<file path="src/rtl/simplez_pkg.sv">
// Shared Simplez definitions: RAM geometry, loader frame header and loader state encoding.
package simplez_pkg;

    localparam int unsigned SZ_AW  = 9;
    localparam int unsigned SZ_DW  = 12;
    localparam logic [7:0]  SZ_HDR = 8'h4C;

    typedef enum logic [2:0] {
        ST_RUN   = 3'd0,
        ST_LEN_H = 3'd1,
        ST_LEN_L = 3'd2,
        ST_DAT_H = 3'd3,
        ST_DAT_L = 3'd4,
        ST_CSUM  = 3'd5,
        ST_ERR   = 3'd6
    } ld_state_t;

endpackage

</file>
<file path="src/rtl/simplez_loader_timeout.sv">
// Inter-byte idle counter; expired goes high once TIMEOUT idle cycles have elapsed since the last clear.
module loader_timeout #(
    parameter int unsigned TIMEOUT = 12_000_000
) (
    input  logic clk,
    input  logic rstn,
    input  logic clear,
    input  logic enable,
    output logic expired
);

    localparam int unsigned CW = $clog2(TIMEOUT + 1);

    logic [CW-1:0] cnt;
    logic [CW-1:0] cnt_n;

    // Saturating count; clear has priority over enable.
    always_comb begin
        cnt_n = cnt;
        if (clear) begin
            cnt_n = '0;
        end else if (enable && (cnt != CW'(TIMEOUT))) begin
            cnt_n = cnt + CW'(1);
        end
    end

    // Counter and registered expiry flag (flag tracks cnt == TIMEOUT).
    always_ff @(posedge clk) begin
        if (!rstn) begin
            cnt     <= '0;
            expired <= 1'b0;
        end else begin
            cnt     <= cnt_n;
            expired <= (cnt_n == CW'(TIMEOUT));
        end
    end

endmodule

</file>
<file path="src/rtl/simplez_loader.sv">
// Serial program loader: parses HDR/LEN/DATA/CSUM frames from the UART byte stream,
// writes words into program RAM and holds the CPU in reset while loading or after an error.
module simplez_loader
    import simplez_pkg::*;
#(
    parameter int unsigned AW      = SZ_AW,
    parameter int unsigned DW      = SZ_DW,
    parameter int unsigned TIMEOUT = 12_000_000,
    parameter logic [7:0]  HDR     = SZ_HDR
) (
    input  logic          clk,
    input  logic          rstn,
    input  logic [7:0]    rx_data,
    input  logic          rx_valid,
    output logic [AW-1:0] mem_addr,
    output logic [DW-1:0] mem_data,
    output logic          mem_we,
    output logic          cpu_rstn,
    output logic          busy,
    output logic          err
);

    localparam int unsigned HW = DW - 8;

    ld_state_t     state, state_n;
    logic [AW-1:0] ptr, ptr_n;
    logic [AW-1:0] len, len_n;
    logic          len_hi, len_hi_n;
    logic [HW-1:0] hi, hi_n;
    logic [7:0]    sum, sum_n;
    logic [AW-1:0] addr_n;
    logic [DW-1:0] data_n;
    logic          we_n, cpu_rstn_n, busy_n, err_n;

    logic          in_frame;
    logic          expired;
    logic [7:0]    sum_add;
    logic [AW-1:0] ptr_inc;
    logic [8:0]    count_rx;

    assign in_frame = (state != ST_RUN) && (state != ST_ERR);
    assign sum_add  = sum + rx_data;
    assign ptr_inc  = ptr + AW'(1);
    assign count_rx = {len_hi, rx_data};

    // Idle timer runs only inside a frame and restarts on every accepted byte.
    loader_timeout #(
        .TIMEOUT (TIMEOUT)
    ) u_timeout (
        .clk     (clk),
        .rstn    (rstn),
        .clear   (rx_valid || !in_frame),
        .enable  (in_frame),
        .expired (expired)
    );

    // Frame parser next-state and registered-output logic.
    always_comb begin
        state_n    = state;
        ptr_n      = ptr;
        len_n      = len;
        len_hi_n   = len_hi;
        hi_n       = hi;
        sum_n      = sum;
        addr_n     = mem_addr;
        data_n     = mem_data;
        we_n       = 1'b0;
        cpu_rstn_n = cpu_rstn;
        busy_n     = busy;
        err_n      = err;

        case (state)
            ST_RUN, ST_ERR: begin
                if (state == ST_RUN) begin
                    cpu_rstn_n = 1'b1;
                end
                if (rx_valid && (rx_data == HDR)) begin
                    state_n    = ST_LEN_H;
                    sum_n      = 8'h00;
                    ptr_n      = '0;
                    err_n      = 1'b0;
                    cpu_rstn_n = 1'b0;
                    busy_n     = 1'b1;
                end
            end
            default: begin
                if (rx_valid) begin
                    sum_n = sum_add;
                    case (state)
                        ST_LEN_H: begin
                            if (rx_data[7:1] != 7'd0) begin
                                state_n = ST_ERR;
                            end else begin
                                len_hi_n = rx_data[0];
                                state_n  = ST_LEN_L;
                            end
                        end
                        ST_LEN_L: begin
                            len_n   = AW'(count_rx);
                            state_n = (count_rx == 9'd0) ? ST_CSUM : ST_DAT_H;
                        end
                        ST_DAT_H: begin
                            if ((rx_data >> HW) != 8'd0) begin
                                state_n = ST_ERR;
                            end else begin
                                hi_n    = rx_data[HW-1:0];
                                state_n = ST_DAT_L;
                            end
                        end
                        ST_DAT_L: begin
                            addr_n  = ptr;
                            data_n  = {hi, rx_data};
                            we_n    = 1'b1;
                            ptr_n   = ptr_inc;
                            state_n = (ptr_inc == len) ? ST_CSUM : ST_DAT_H;
                        end
                        ST_CSUM: begin
                            if (rx_data == sum) begin
                                state_n    = ST_RUN;
                                cpu_rstn_n = 1'b1;
                                busy_n     = 1'b0;
                            end else begin
                                state_n = ST_ERR;
                            end
                        end
                        default: begin
                            state_n = ST_ERR;
                        end
                    endcase
                end else if (expired) begin
                    state_n = ST_ERR;
                end

                // Any abort path: flag it, drop busy, keep the CPU halted.
                if (state_n == ST_ERR) begin
                    err_n      = 1'b1;
                    busy_n     = 1'b0;
                    cpu_rstn_n = 1'b0;
                end
            end
        endcase
    end

    // State and output registers with synchronous active-low reset.
    always_ff @(posedge clk) begin
        if (!rstn) begin
            state    <= ST_RUN;
            ptr      <= '0;
            len      <= '0;
            len_hi   <= 1'b0;
            hi       <= '0;
            sum      <= 8'h00;
            mem_addr <= '0;
            mem_data <= '0;
            mem_we   <= 1'b0;
            cpu_rstn <= 1'b0;
            busy     <= 1'b0;
            err      <= 1'b0;
        end else begin
            state    <= state_n;
            ptr      <= ptr_n;
            len      <= len_n;
            len_hi   <= len_hi_n;
            hi       <= hi_n;
            sum      <= sum_n;
            mem_addr <= addr_n;
            mem_data <= data_n;
            mem_we   <= we_n;
            cpu_rstn <= cpu_rstn_n;
            busy     <= busy_n;
            err      <= err_n;
        end
    end

endmodule

</file>
<file path="config.mk">
export PLATFORM = sky130hd
export DESIGN_NAME = simplez_loader
export DESIGN_NICKNAME = d
export VERILOG_FILES = /design/src/rtl/simplez_pkg.sv /design/src/rtl/simplez_loader_timeout.sv /design/src/rtl/simplez_loader.sv
export SDC_FILE = /design/constraint.sdc
export NUM_CORES = 1
export LEC_CHECK = 0
export ABC_AREA = 0
export CORE_UTILIZATION = 25
export CTS_BUF_LIST = sky130_fd_sc_hd__clkbuf_8
export CTS_CLUSTER_SIZE = 40
export DETAILED_ROUTE_END_ITERATION = 12
export GPL_TIMING_DRIVEN = 0
export PLACE_DENSITY = 0.45
export SYNTH_ARGS = -nofsm -noshare
export SYNTH_HDL_FRONTEND = slang
export SYNTH_SLANG_ARGS = --single-unit
</file>
<file path="constraint.sdc">
create_clock -name clk -period 2.3 [get_ports clk]
set_input_delay 0.46 -clock clk [delete_from_list [all_inputs] [get_ports clk]]
set_output_delay 0.46 -clock clk [all_outputs]
set_load 0.01 [all_outputs]
</file>
* After elaboration in Yosys (flattened, before gate mapping)
Cells that the tools add are included.
** Cells by class
- Add/sub/neg operators :: 3
- Equality and inequality tests :: 15
- Muxes and demuxes :: 37
- Bitwise operators :: 5
- Reduce and logical (&&, ||, !) cells :: 27
** Operators by type and width (count)
- 24-bit 2-to-1 mux :: 2
- 9-bit 2-to-1 mux :: 4
- 3-bit 2-to-1 mux :: 9
- 24-bit by 1-bit adder with 24-bit output, second input constant :: 1
- 24-bit == test, second input constant :: 1
- 8-bit 2-to-1 mux :: 3
- 24-bit != test, second input constant :: 1
- 1-bit 2-to-1 mux :: 17
- 4-bit AND reduction :: 4
- 3-bit case mux with 5 select lines :: 1
- 3-bit == test, second input constant :: 4
- 3-bit nonzero test :: 4
- 9-bit by 1-bit adder with 9-bit output, second input constant :: 1
- 9-bit == test :: 1
- 9-bit logical NOT :: 1
- 3-bit AND reduction :: 3
- 8-bit adder :: 1
- 8-bit by 7-bit == test with 1-bit output, second input constant :: 1
- 8-bit == test :: 1
- 8-bit nonzero test :: 1
- 7-bit nonzero test :: 1
- 3-bit by 2-bit == test with 1-bit output, second input constant :: 2
- 3-bit != test, second input constant :: 2
- 2-bit nonzero test :: 3
- 11 further kinds :: 18
** Storage, ports and cells
- Register bits after elaboration :: 84
- Input bits :: 11
- Output and inout port bits :: 25
- Logic and storage cells :: 101

* Logic depth before layout (Yosys ltp)
Gate-level depths: netlist of run 1.
- Depth after elaboration :: 9
- Mapped depth :: 9
- Depth with buffers taken out :: 9

* Modules after synthesis
Synthesis of run 1 repeated with hierarchy kept, for this count alone.
** Unflattened totals
- Cell total of the unflattened synthesis :: 567
- Area total of the unflattened synthesis :: 4535.6 µm²
** Modules (own cells, without submodules)
- simplez_loader :: instances 1, cells an instance 386, area an instance 3057.9 µm², seq. area each 1181.1 µm²
- loader_timeout :: instances 1, cells an instance 181, area an instance 1477.7 µm², seq. area each 500.5 µm²

* Worst setup path after synthesis of run 1
OpenSTA, ideal clock, no wires.
- Path kind :: reg2reg
- Start point :: register ptr[1]
- End point :: register state[2]
- Setup time :: 0.058 ns
- Arrival time :: 2.058 ns
- Data required time :: 2.242 ns
- Path slack :: 0.184 ns
- Cell stages (with the launch flop) :: 9
- Buffers on the path :: 1
- Period minus slack after synthesis :: 2.116 ns
- Cell sequence :: dfxtp_1 > ha_1 > clkbuf_1 > and3_1 > nand3_1 > xnor2_1 > or4_1 > nor4_1 > a31o_2
** Between the ends
- Longest elaborated chain between the ends :: 7
** RTL lines
- start: declaration :: line simplez_loader.sv:26 : logic [AW-1:0] ptr, ptr_n;
- start signal: assignment :: line simplez_loader.sv:161 : ptr <= ptr_n;
- 9-bit by 1-bit adder with 9-bit output :: line simplez_loader.sv:43 : assign ptr_inc = ptr + AW'(1);
- 9-bit == test :: line simplez_loader.sv:115 : state_n = (ptr_inc == len) ? ST_CSUM : ST_DAT_H;
- 3-bit 2-to-1 mux :: line simplez_loader.sv:115
- 3-bit case mux with 5 select lines :: line simplez_loader.sv:89 : case (state)
- 3-bit 2-to-1 mux :: line simplez_loader.sv:87 : if (rx_valid) begin
- 3-bit 2-to-1 mux (2 in series) :: line simplez_loader.sv:72 : case (state)
- end signal: assignment :: line simplez_loader.sv:160 : state <= state_n;
- end: declaration :: line simplez_loader.sv:25 : ld_state_t state, state_n;
Every way passes these cells. The select of a mux whose other input is x is not followed.
A chain may end at the register's enable or synchronous reset.

* Final worst setup path of run 1
- Start point :: register state[0]
- End point :: register u_timeout.expired
** Between the ends
- Longest elaborated chain between the ends :: 6
- Elaborated cells on any way between the ends :: 9
- Those cells by class :: eq/ne (2); mux (2); reduce/logical (5)
** RTL lines
- 3-bit != test / 3-bit nonzero test (equally long branches) :: line simplez_loader.sv:41 : assign in_frame = (state != ST_RUN) && (state != ST_ERR);
- 1-bit logical AND * :: line simplez_loader.sv:41
- 1-bit logical AND / 1-bit logical NOT (equally long branches) :: line simplez_loader_timeout.sv:22, simplez_loader.sv:52
- 24-bit 2-to-1 mux / 1-bit logical OR (equally long branches) :: line simplez_loader_timeout.sv:22, simplez_loader.sv:52
- 24-bit 2-to-1 mux * :: line simplez_loader_timeout.sv:20 : if (clear) begin
- 24-bit == test * :: line simplez_loader_timeout.sv:34 : expired <= (cnt_n == CW'(TIMEOUT));
- end signal: assignment :: line simplez_loader_timeout.sv:34
- end: declaration :: line simplez_loader_timeout.sv:9 : output logic expired
Mark *: on every way between the ends. The rest lies on a longest branch, timed or not.

==> metrics, run 1 <==
Post-Syn Instances=565; clk buf depth=2; Non-Filler Instances=848; antenna fix cells=0; I/O pin count=36; Critical Path, Cell by Cell=buf_2, inv_1, nand2_2, a21boi_0, nor4b_1, o211ai_1, nor4_2; synth unique cells=57; highest metal used=met4; CP max-delay cell=dfxtp_2; Worst Path Arrival=2.50 ns; routed length on met1=6340 um; placed instance count=827; pin count of the biggest net entering global routing=16; Hold Path Class=input pin to flop; global-route wire length before repair=20800 um; fraction of registers with async set/reset=0%; Final setup viols=0; critical path capture point type=flop; drt total wl=13100 um; initial antenna violation count=0; Fmax achieved=448 MHz; Nets=636; GRT Residual Overflow=0; Hold Slack=0.442 ns; Die W=137 um; clock sinks=84; GRT Overall Usage=14.6%; status=completed; total die area=18800 um^2; Ys Warns=0; total chip power=0.00291 W; number of synthesized flops with an enable pin=0; wire per inst=15.5 um; CTS tree=done; synthesis-to-finish area growth=21.8%; Syn Area/Cell=8.07 um^2; final hold vios=0; met2 wire length=6110 um; H-tree levels=3; Crit path largest cell delay=0.46 ns; num rows=49; drt first-iter violations=164; Die H=137 um; Detailed Routing Iterations Pass 1=4; flops & latches, synth=84; max_cap viols=0; area share of the largest cell type after synthesis=36.9%; crit path max fanout=10; CP Launch Type=flop; post-layout min period=2.23 ns; top cells by area, synth=dfxtp_1 (37%), nand2_1 (7.5%), a21boi_0 (7.1%); VDD IR max=0.242 mV; DP HPWL=9350 um; clock skew=0.0188 ns; leakage power=1.87 nW; area leader, netlist=dfxtp_1; cts hold-fix bufs=0; fraction of layout cells with a size suffix above 1=10.7%; predominant post-synthesis flop cell=dfxtp_1; vias in the first global route=3785; syn nets=587; Vias=4146; clock root buffer=clkbuf_8; drt drc=0; Worst-Skew Late Latency=0.39 ns; pwr dens=523 nW/um^2; register area share after synthesis=36.9%; CTS Buf Count=9; max-slew violations=0; Starting Density=25.5%; period utilisation layout=97.0%; slew margin rel.=58.4%; Syn Std Cell Area=4560 um^2; met3 WL=473 um; Setup Crit Path Kind=flop to flop; WP data required=2.57 ns; I/O Buffers=33; utilization after layout=31.0%; clk slew on worst S/H paths=0.10 ns; Core Box Area=17900 um^2; Worst-Margin Slew=0.624 ns; vias per cell=4.89; Antenna Nets Post-Route=0; gpl congestion=0.851
worst max-delay path, delay by kind of cell (launching register included):
kind | cells | cell delay, ns
AND/OR/NAND/NOR | 3 | 0.96
buffers and inverters | 2 | 0.37
AO/OA/AOI/OAI | 2 | 0.34
flip-flops | 1 | 0.46
path summary, 6_finish.rpt:
path	start	to	slack [ns]	depth (start not counted)
setup / recovery	state[0]	u_timeout.expired	0.07	7
hold / removal	rx_data[2]	len[2]	0.44	3
setup reg to reg	state[0]	u_timeout.expired	0.07	7
hold reg to reg	mem_addr[4]	mem_addr[4]	0.47	2
metal layers:
metal / up-vias / global-route usage (%)
met4: 0 / 4.82
met3: 19 / 2.93
met2: 68 / 23.4
li1: 2076 / -
met1: 1983 / 19.5
met5: - / 0
stage by stage:
step / cell area, um^2 / TNS, ns / worst slack (ns)
after floorplan: 4560 / 0 / 0.184
after global routing: 5550 / -0.0236 / -0.0236
after CTS: 5410 / 0 / 0.00269
after detailed placement: 5180 / -26.42 / -0.654
after global placement: 5180 / -26.44 / -0.614
final: 5550 / 0 / 0.0695
sequential cells by signal (all words and copies together), names as in the netlist:
register,flops
u_timeout.cnt,24
sum,8
mem_data,12
err,1
busy,1
len_hi,1
hi,4
state,3
mem_we,1
u_timeout.expired,1
mem_addr,9
cpu_rstn,1
ptr,9
len,9
final cells by class:
cell class | count | area (um^2)
fillers | 1915 | 12300
multi-input cells | 436 | 2820
flip-flops and latches | 84 | 1690
repair buffers | 40 | 370
well taps | 229 | 287
plain buffers | 35 | 161
clock buffers | 9 | 124
clock inverters | 7 | 75.1
inverters | 8 | 30.0
logic make-up after synthesis:
logic type	synth area share, %
DFF	36.9
muxes	1.54
adders and majority gates	3.18
buffers and inverters	4.01
and+or+nand+nor	30.4
AOI/OAI and AO/OA	15.8
xor gates and xnor gates	8.23
what timing repair did:
action / CTS / global route
buffers inserted: 0 / 7
endpoints found under the setup margin: 51 / 51
resized for setup: 18 / 34
pin swaps: 1 / 4
hold endpoints to repair: 0 / 0
power by group:
part / internal, W / switching (W)
Sequential: 0.00147 / 0.0000205
Clock: 0.000508 / 0.000609
Combinational: 0.000115 / 0.000180
Total: 0.00210 / 0.000810
layout by cell type (no fill, tap or decap), drive strengths merged, types with 11 or more instances in the layout:
master / netlist / routed
clkbuf: 28 / 38
nor2: 48 / 48
xor2: 24 / 24
a21boi: 43 / 43
o21ai: 23 / 23
nand4: 14 / 14
clkdlybuf4s50: 0 / 26
buf: 9 / 15
nor4: 12 / 12
nand3: 29 / 29
nor2b: 11 / 11
xnor2: 18 / 18
inv: 8 / 11
dfxtp: 84 / 84
nand2: 91 / 91
Yosys cell counts, drive strengths merged (5+ instances only):
cell type  count
nand3         29
clkbuf        28
or3            7
ha            10
and3           9
nand4         14
nand2         91
buf            9
nor2          48
xnor2         18
inv            8
a21boi        43
nand2b         7
dfxtp         84
and2           7
nor4          12
xor2          24
and4           5
o21ai         23
mux2i          7
o211ai         5
nor3          10
nor2b         11
a21oi          8
(Power assumes the default switching activity.)
==> run 2: changes to the inputs <==
Settings changed: CORE_MARGIN set to 1.
==> results of run 2 <==
No change in the layout: final DEF, timing and power equal those of run 1.
==> run 3: changes to the inputs <==
Settings changed: CAP_MARGIN set to 10, SLEW_MARGIN set to 30.
==> results of run 3 <==
No change in the layout: final DEF, timing and power equal those of run 1.
